`src/rtl/alu_seq.sv`:
```
// rtl/alu_seq.sv - sequential ALU with multi-cycle shift and shift-and-add multiply
//
// Purpose: latches an opcode and two operands on start, runs single-cycle ops
// in one EXEC cycle, shifts one bit per cycle for SHL/SHR and runs a WIDTH-cycle
// shift-and-add multiply. The result and flags are registered, published with a
// one-cycle done pulse, and held until the next done.
//
// Ports:
//   clk      in   clock, rising edge
//   rst_n    in   synchronous active-low reset
//   start    in   begin an operation (accepted in IDLE or DONE)
//   alu_op   in   [3:0] opcode
//   inA      in   [WIDTH-1:0] operand A (accumulator side)
//   inB      in   [WIDTH-1:0] operand B (memory side)
//   busy     out  high while an operation is executing
//   done     out  one-cycle pulse, result valid
//   alu_out  out  [WIDTH-1:0] registered result
//   zero     out  registered skip-if-zero flag
//   carry    out  registered carry/borrow/overflow flag

module alu_seq #(
    parameter int WIDTH = 8
) (
    input  logic             clk,
    input  logic             rst_n,
    input  logic             start,
    input  logic [3:0]       alu_op,
    input  logic [WIDTH-1:0] inA,
    input  logic [WIDTH-1:0] inB,
    output logic             busy,
    output logic             done,
    output logic [WIDTH-1:0] alu_out,
    output logic             zero,
    output logic             carry
);

    localparam int CW = $clog2(WIDTH + 1);

    localparam logic [3:0] OP_ADD = 4'b0010;
    localparam logic [3:0] OP_AND = 4'b0011;
    localparam logic [3:0] OP_XOR = 4'b0100;
    localparam logic [3:0] OP_LDA = 4'b0101;
    localparam logic [3:0] OP_STO = 4'b0110;
    localparam logic [3:0] OP_SUB = 4'b1000;
    localparam logic [3:0] OP_SHL = 4'b1001;
    localparam logic [3:0] OP_SHR = 4'b1010;
    localparam logic [3:0] OP_MUL = 4'b1011;

    typedef enum logic [1:0] {
        S_IDLE = 2'd0,
        S_EXEC = 2'd1,
        S_DONE = 2'd2
    } state_t;

    state_t           r_state;
    logic [3:0]       r_op;
    logic [WIDTH-1:0] r_a;
    logic [WIDTH-1:0] r_b;
    logic [WIDTH-1:0] r_lo;   // shift work register, or multiplier/low product
    logic [WIDTH-1:0] r_hi;   // high half of the product
    logic [CW-1:0]    r_cnt;  // remaining EXEC cycles for shift/multiply

    logic [CW-1:0]    w_k;
    logic             w_fin;
    logic [WIDTH-1:0] w_fin_res;
    logic             w_fin_c;
    logic             w_zero;
    logic             w_zero_from_a;
    logic [WIDTH-1:0] w_shift_val;
    logic             w_shift_bit;
    logic [WIDTH:0]   w_madd;
    logic [WIDTH-1:0] w_hi_nxt;
    logic [WIDTH-1:0] w_lo_nxt;

    // Shift count saturates at WIDTH: shifting further changes nothing.
    assign w_k = (inB > WIDTH'(WIDTH)) ? CW'(WIDTH) : CW'(inB);

    // Opcodes 000x and 011x report whether the accumulator operand was zero.
    assign w_zero_from_a = (r_op[3:1] == 3'b000) || (r_op[3:1] == 3'b011);
    assign w_zero        = w_zero_from_a ? (r_a == '0) : (w_fin_res == '0);

    always_comb begin
        w_fin       = 1'b0;
        w_fin_res   = r_a;
        w_fin_c     = 1'b0;
        w_shift_val = r_lo;
        w_shift_bit = 1'b0;
        w_madd      = {1'b0, r_hi} + (r_lo[0] ? {1'b0, r_a} : '0);
        w_hi_nxt    = w_madd[WIDTH:1];
        w_lo_nxt    = {w_madd[0], r_lo[WIDTH-1:1]};
        case (r_op)
            OP_SHL, OP_SHR: begin
                if (r_op == OP_SHL) begin
                    w_shift_val = {r_lo[WIDTH-2:0], 1'b0};
                    w_shift_bit = r_lo[WIDTH-1];
                end else begin
                    w_shift_val = {1'b0, r_lo[WIDTH-1:1]};
                    w_shift_bit = r_lo[0];
                end
                if (r_cnt == '0) begin
                    // k=0: one EXEC cycle, A unchanged, nothing shifted out
                    w_fin     = 1'b1;
                    w_fin_res = r_a;
                    w_fin_c   = 1'b0;
                end else if (r_cnt == CW'(1)) begin
                    w_fin     = 1'b1;
                    w_fin_res = w_shift_val;
                    w_fin_c   = w_shift_bit;
                end
            end
            OP_MUL: begin
                // Low product half ends up in r_lo after WIDTH right shifts.
                w_fin     = (r_cnt == CW'(1));
                w_fin_res = w_lo_nxt;
                w_fin_c   = |w_hi_nxt;
            end
            OP_ADD: begin
                w_fin = 1'b1;
                {w_fin_c, w_fin_res} = {1'b0, r_a} + {1'b0, r_b};
            end
            OP_SUB: begin
                w_fin     = 1'b1;
                w_fin_res = r_a - r_b;
                w_fin_c   = (r_a < r_b);
            end
            OP_AND: begin
                w_fin     = 1'b1;
                w_fin_res = r_a & r_b;
            end
            OP_XOR: begin
                w_fin     = 1'b1;
                w_fin_res = r_a ^ r_b;
            end
            OP_LDA: begin
                w_fin     = 1'b1;
                w_fin_res = r_b;
            end
            OP_STO: begin
                w_fin     = 1'b1;
                w_fin_res = r_a;
            end
            default: begin
                w_fin     = 1'b1;
                w_fin_res = r_a;
            end
        endcase
    end

    always_ff @(posedge clk) begin
        if (!rst_n) begin
            r_state <= S_IDLE;
            r_op    <= '0;
            r_a     <= '0;
            r_b     <= '0;
            r_lo    <= '0;
            r_hi    <= '0;
            r_cnt   <= '0;
            busy    <= 1'b0;
            done    <= 1'b0;
            alu_out <= '0;
            zero    <= 1'b0;
            carry   <= 1'b0;
        end else begin
            done <= 1'b0;
            case (r_state)
                S_IDLE, S_DONE: begin
                    if (start) begin
                        r_op    <= alu_op;
                        r_a     <= inA;
                        r_b     <= inB;
                        r_lo    <= (alu_op == OP_MUL) ? inB : inA;
                        r_hi    <= '0;
                        r_cnt   <= (alu_op == OP_MUL) ? CW'(WIDTH) : w_k;
                        busy    <= 1'b1;
                        r_state <= S_EXEC;
                    end else begin
                        r_state <= S_IDLE;
                    end
                end
                S_EXEC: begin
                    if (w_fin) begin
                        alu_out <= w_fin_res;
                        carry   <= w_fin_c;
                        zero    <= w_zero;
                        done    <= 1'b1;
                        busy    <= 1'b0;
                        r_state <= S_DONE;
                    end else begin
                        r_cnt <= r_cnt - CW'(1);
                        r_lo  <= (r_op == OP_MUL) ? w_lo_nxt : w_shift_val;
                        r_hi  <= w_hi_nxt;
                    end
                end
                default: begin
                    busy    <= 1'b0;
                    r_state <= S_IDLE;
                end
            endcase
        end
    end

endmodule

```
`config.mk`:
```
export PLATFORM = sky130hd
export DESIGN_NAME = alu_seq
export DESIGN_NICKNAME = d
export VERILOG_FILES = /design/src/rtl/alu_seq.sv
export SDC_FILE = /design/constraint.sdc
export NUM_CORES = 1
export LEC_CHECK = 0
export CAP_MARGIN = 5
export CORE_MARGIN = 5
export CORE_UTILIZATION = 25
export CTS_BUF_LIST = sky130_fd_sc_hd__clkbuf_16
export DETAILED_ROUTE_END_ITERATION = 7
export GPL_ROUTABILITY_DRIVEN = 0
export MAX_ROUTING_LAYER = met4
export PLACE_DENSITY_LB_ADDON = 0.1
export REMOVE_ABC_BUFFERS = 1
export SKIP_CTS_REPAIR_TIMING = 1
export SLEW_MARGIN = 25
export SYNTH_ARGS = -nofsm -noshare
export SYNTH_HDL_FRONTEND = slang
export SYNTH_SLANG_ARGS = --single-unit
```
`constraint.sdc`:
```
create_clock -name clk -period 3.3 [get_ports clk]
set_input_delay 0.66 -clock clk [delete_from_list [all_inputs] [get_ports clk]]
set_output_delay 0.66 -clock clk [all_outputs]
set_load 0.01 [all_outputs]
```
==> out/summary.log <==
qor: timing.worst_hold_slack 0.468 ns
qor: routing.dr.first_iter.drc_count 292
qor: routing.routed_via_count 4390
qor: worst_setup_path.arrival 3.30 ns
qor: synthesis.synth.area.top_cells dfxtp_1, ha_1, nand2_1, a21oi_1, nor2_1
qor: worst_setup_path.critical_path.slowest_cell or4_1
qor: timing.fin_worst_skew 0.0111 ns
qor: worst_setup_path.critical_path.cell_chain ha_1 -> inv_1 -> fa_1 -> a221oi_1 -> a21oi_1 -> nor4_2 -> o21ai_0 -> a21bo_1 -> or4_1 -> o31ai_2
qor: clocking.cts-buffers-inserted 5
qor: synthesis.synth_top_cell_area_share 0.254
qor: pwr.cellPowerDensity 353 mW/mm²
qor: synthesis.share_of_the_yosys_chip_area_belonging_to_registers 0.254
qor: synthesis.netlist_area 0.00425 mm²
qor: final_layout.storage_cell_area 0.00108 mm²
qor: synthesis.synth_top_family_by_area compound AO/OA/AOI/OAI gates
qor: hold_path.min_path_type reg -> reg
qor: clocking.cts_root_buffer clkbuf_16
qor: worst_setup_path.regToRegSetupSlack 0.23 ns
qor: timing.actual_transition_at_the_worst_max_transition_pin 0.881 ns
qor: worst_setup_path.worst_r2r_path_depth 10
qor: clocking.maximum_level_of_the_cts_h_tree 2
qor: synthesis.ys_warn_count 0
qor: timing.setup_violations 0
qor: worst_setup_path.r2r_end zero
qor: synthesis.synth-xor-area-share 0.0162
qor: outcome.outcome complete, no violations
qor: pwr.leakagePower 1.98 nW
qor: final_layout.multi_input_comb_area 0.00291 mm²
qor: clocking.ctsLongestPathBuffers 2
qor: final_layout.filler_cell_count 1815
qor: timing.timing.final.crit_share 0.931
qor: global_route.grt_max_degree 23
qor: final_layout.insertedDiodeCount 0
qor: routing.detail_route.wirelength 16100 µm
qor: final_layout.final_layout_size_suffix_gt1_frac 0.0977
qor: routing.drt_drc_violations_left 0
qor: worst_setup_path.start_kind flop
qor: global_route.gr-usage-all-layers 0.167
qor: timing.timing.setup.tns 0 ns
qor: synthesis.post_synthesis_compound_gate_area_fraction 0.285
qor: die.ioPinCount 35
qor: die.chipHeight 140 µm
qor: clocking.insertion_delay 0.32 ns
qor: hold_path.hold_endpoint alu_out[6]
qor: clocking.cts_num_sinks 54
qor: global_route.grt_overflow_total 0
qor: synthesis.synth-edff-count 0
qor: worst_setup_path.critPathKind reg -> reg
qor: synthesis.syn_avg_cell_area 7.47 µm²
qor: worst_setup_path.r2r_start r_a[0]
qor: global_route.grt_pass1_wl 25100 µm
qor: timing.min_period 3.07 ns
qor: die.dieWidth 140 µm
qor: flow_run.maxCapViolCount 0
qor: routing.pre_antenna_drt_iters 6
qor: routing.route.antenna.remaining_nets 0
qor: routing.drt-wirelength-per-cell 19.3 µm
qor: synthesis.synth-async-reset-ratio 0
qor: worst_setup_path.critPathMaxStageDelay 0.53 ns
qor: clocking.clk_pin_slew_worst_paths 0.08 ns
qor: synthesis.netlist-cell-type-count 66
qor: synthesis.top_reg_cell_synth dfxtp_1
qor: die.core.rowCount 47
qor: timing.grt_setup_unrepaired no
qor: worst_setup_path.worst_ep_required_time 3.53 ns
qor: synthesis.post_synth_mux_area_share 0.0421
qor: synthesis.synth_cells 569
qor: synthesis.synth-seq-cells 54
qor: global_route.antenna_found_initial 0
qor: die.die-area 0.0197 mm²
qor: timing.slew-limit-headroom 0.413
qor: routing.drt-vias-per-instance 5.26
qor: worst_setup_path.crit_path_end_kind flop
qor: worst_setup_path.cp_max_fo 6
qor: timing.final-max-slew-violation-count 0
qor: die.initial_standard_cell_utilization_of_the_core 0.255
qor: synthesis.yosys.area.top_type dfxtp_1
qor: pwr.ir_drop 0.000182 V
qor: place.dpl.hpwl 12700 µm
qor: hold_path.min_delay_path_depth 2
qor: place.port_buffers 34
qor: clocking.cts_tree built
qor: synthesis.simple_gate_area_share_of_the_yosys_netlist 0.244
qor: timing.hold_viol_final 0
qor: synthesis.synth-adder-area-share 0.0966
qor: timing.max_clock_freq 0.326 GHz
qor: final_layout.final_net_count 667
qor: final_layout.area_growth 21.7%
qor: hold_path.timing.hold.worst.start alu_out[6]
qor: global_route.vias_in_the_first_global_route 4312
qor: die.fp.coreArea 0.0166 mm²
-- metal layers --
layer	vias up	share of wire	global-route usage
li1	2139	-	-
met1	2085	0.48	0.229
met2	142	0.44	0.252
met3	24	0.052	0.0259
met4	0	0.023	0.0510
met5	-	0	-
-- metrics by stage --
stage / instances / power (mW) / setup WS, ns / util / cell area, µm²
after floorplan: 532 / 1.02 / 0.376 / - / 4100
after detailed placement: 826 / 1.25 / 0.278 / 0.301 / 5010
final: 834 / 1.83 / 0.228 / 0.311 / 5170
after global placement: 826 / 1.26 / 0.395 / 0.301 / 5010
after global routing: 834 / 1.92 / 0.0368 / 0.311 / 5170
after CTS: 834 / 1.84 / 0.260 / 0.310 / 5160
-- layout by cell type, fill, tap and decap left out, drive strengths merged, types with 7 or more instances in the layout --
cell	instances
nand2	75
dfxtp	54
nor2	47
a21oi	43
buf	40
o21ai	37
clkdlybuf4s50	34
inv	31
ha	28
a21boi	19
a211oi	18
nor3	16
nor2b	15
and2	12
mux2i	10
nand2b	8
a221oi	7
mux2	7
nor4	7
-- worst max path at each step --
stage / endpoint / slack [ns] / from
after global placement: zero / 0.40 / r_a[0]
after floorplan: zero / 0.38 / r_op[0]
after detailed placement: zero / 0.28 / r_a[0]
after CTS: zero / 0.26 / r_a[0]
after global routing: zero / 0.04 / r_a[0]
final: zero / 0.23 / r_a[0]
-- flip-flops by register name, indices dropped and copies added (netlist names) --
| name | flops |
|---|---|
| r_hi | 8 |
| r_b | 8 |
| done | 1 |
| r_cnt | 4 |
| r_op | 4 |
| alu_out | 8 |
| r_a | 8 |
| r_state | 2 |
| r_lo | 8 |
| zero | 1 |
| carry | 1 |
| busy | 1 |
-- report_power, final --
part           switching, mW  internal (mW)  total (mW)  leakage [nW]
clock network          0.291          0.287       0.578        0.0704
logic                  0.296          0.218       0.514          1.46
registers             0.0481          0.686       0.734         0.442
-- cells by family after synthesis --
kind of cell | after synthesis
AND/OR/NAND/NOR | 212
AO/OA/AOI/OAI | 181
buffers and inverters | 67
flip-flops | 54
adder cells (fa/ha/maj) | 31
multiplexers | 17
XOR/XNOR | 7
-- cells in the mapped netlist, types with 5 or more instances --
| library cell | count |
|---|---|
| nand2_1 | 75 |
| dfxtp_1 | 54 |
| nor2_1 | 47 |
| a21oi_1 | 43 |
| o21ai_0 | 35 |
| inv_1 | 30 |
| clkbuf_1 | 28 |
| ha_1 | 28 |
| a21boi_0 | 19 |
| a211oi_1 | 18 |
| nor3_1 | 16 |
| nor2b_1 | 15 |
| and2_1 | 12 |
| mux2i_1 | 10 |
| nand2b_1 | 8 |
| a221oi_1 | 7 |
| a31oi_1 | 6 |
| and3_1 | 6 |
| buf_2 | 6 |
| mux2_2 | 6 |
| nor4_1 | 6 |
| a221o_1 | 5 |
| nand3_1 | 5 |
| o21a_1 | 5 |
| o221ai_1 | 5 |
-- critical path, delay by kind of cell (launching register included) --
family          cells  cell delay, ns
flops               1            0.44
compound gates      5            0.97
fa+ha+maj           2            0.62
simple gates        2            0.87
buf+inv             1            0.07
-- area by class of cell --
| class | count | share of cell area |
|---|---|---|
| inverters | 30 | 0.0218 |
| clock buffers | 5 | 0.0242 |
| well taps | 220 | 0.0532 |
| flip-flops and latches | 54 | 0.209 |
| clock inverters | 3 | 0.00484 |
| repair buffers | 74 | 0.124 |
| multi-input cells | 448 | 0.563 |
Note: power is estimated with default switching activity, not from simulation.
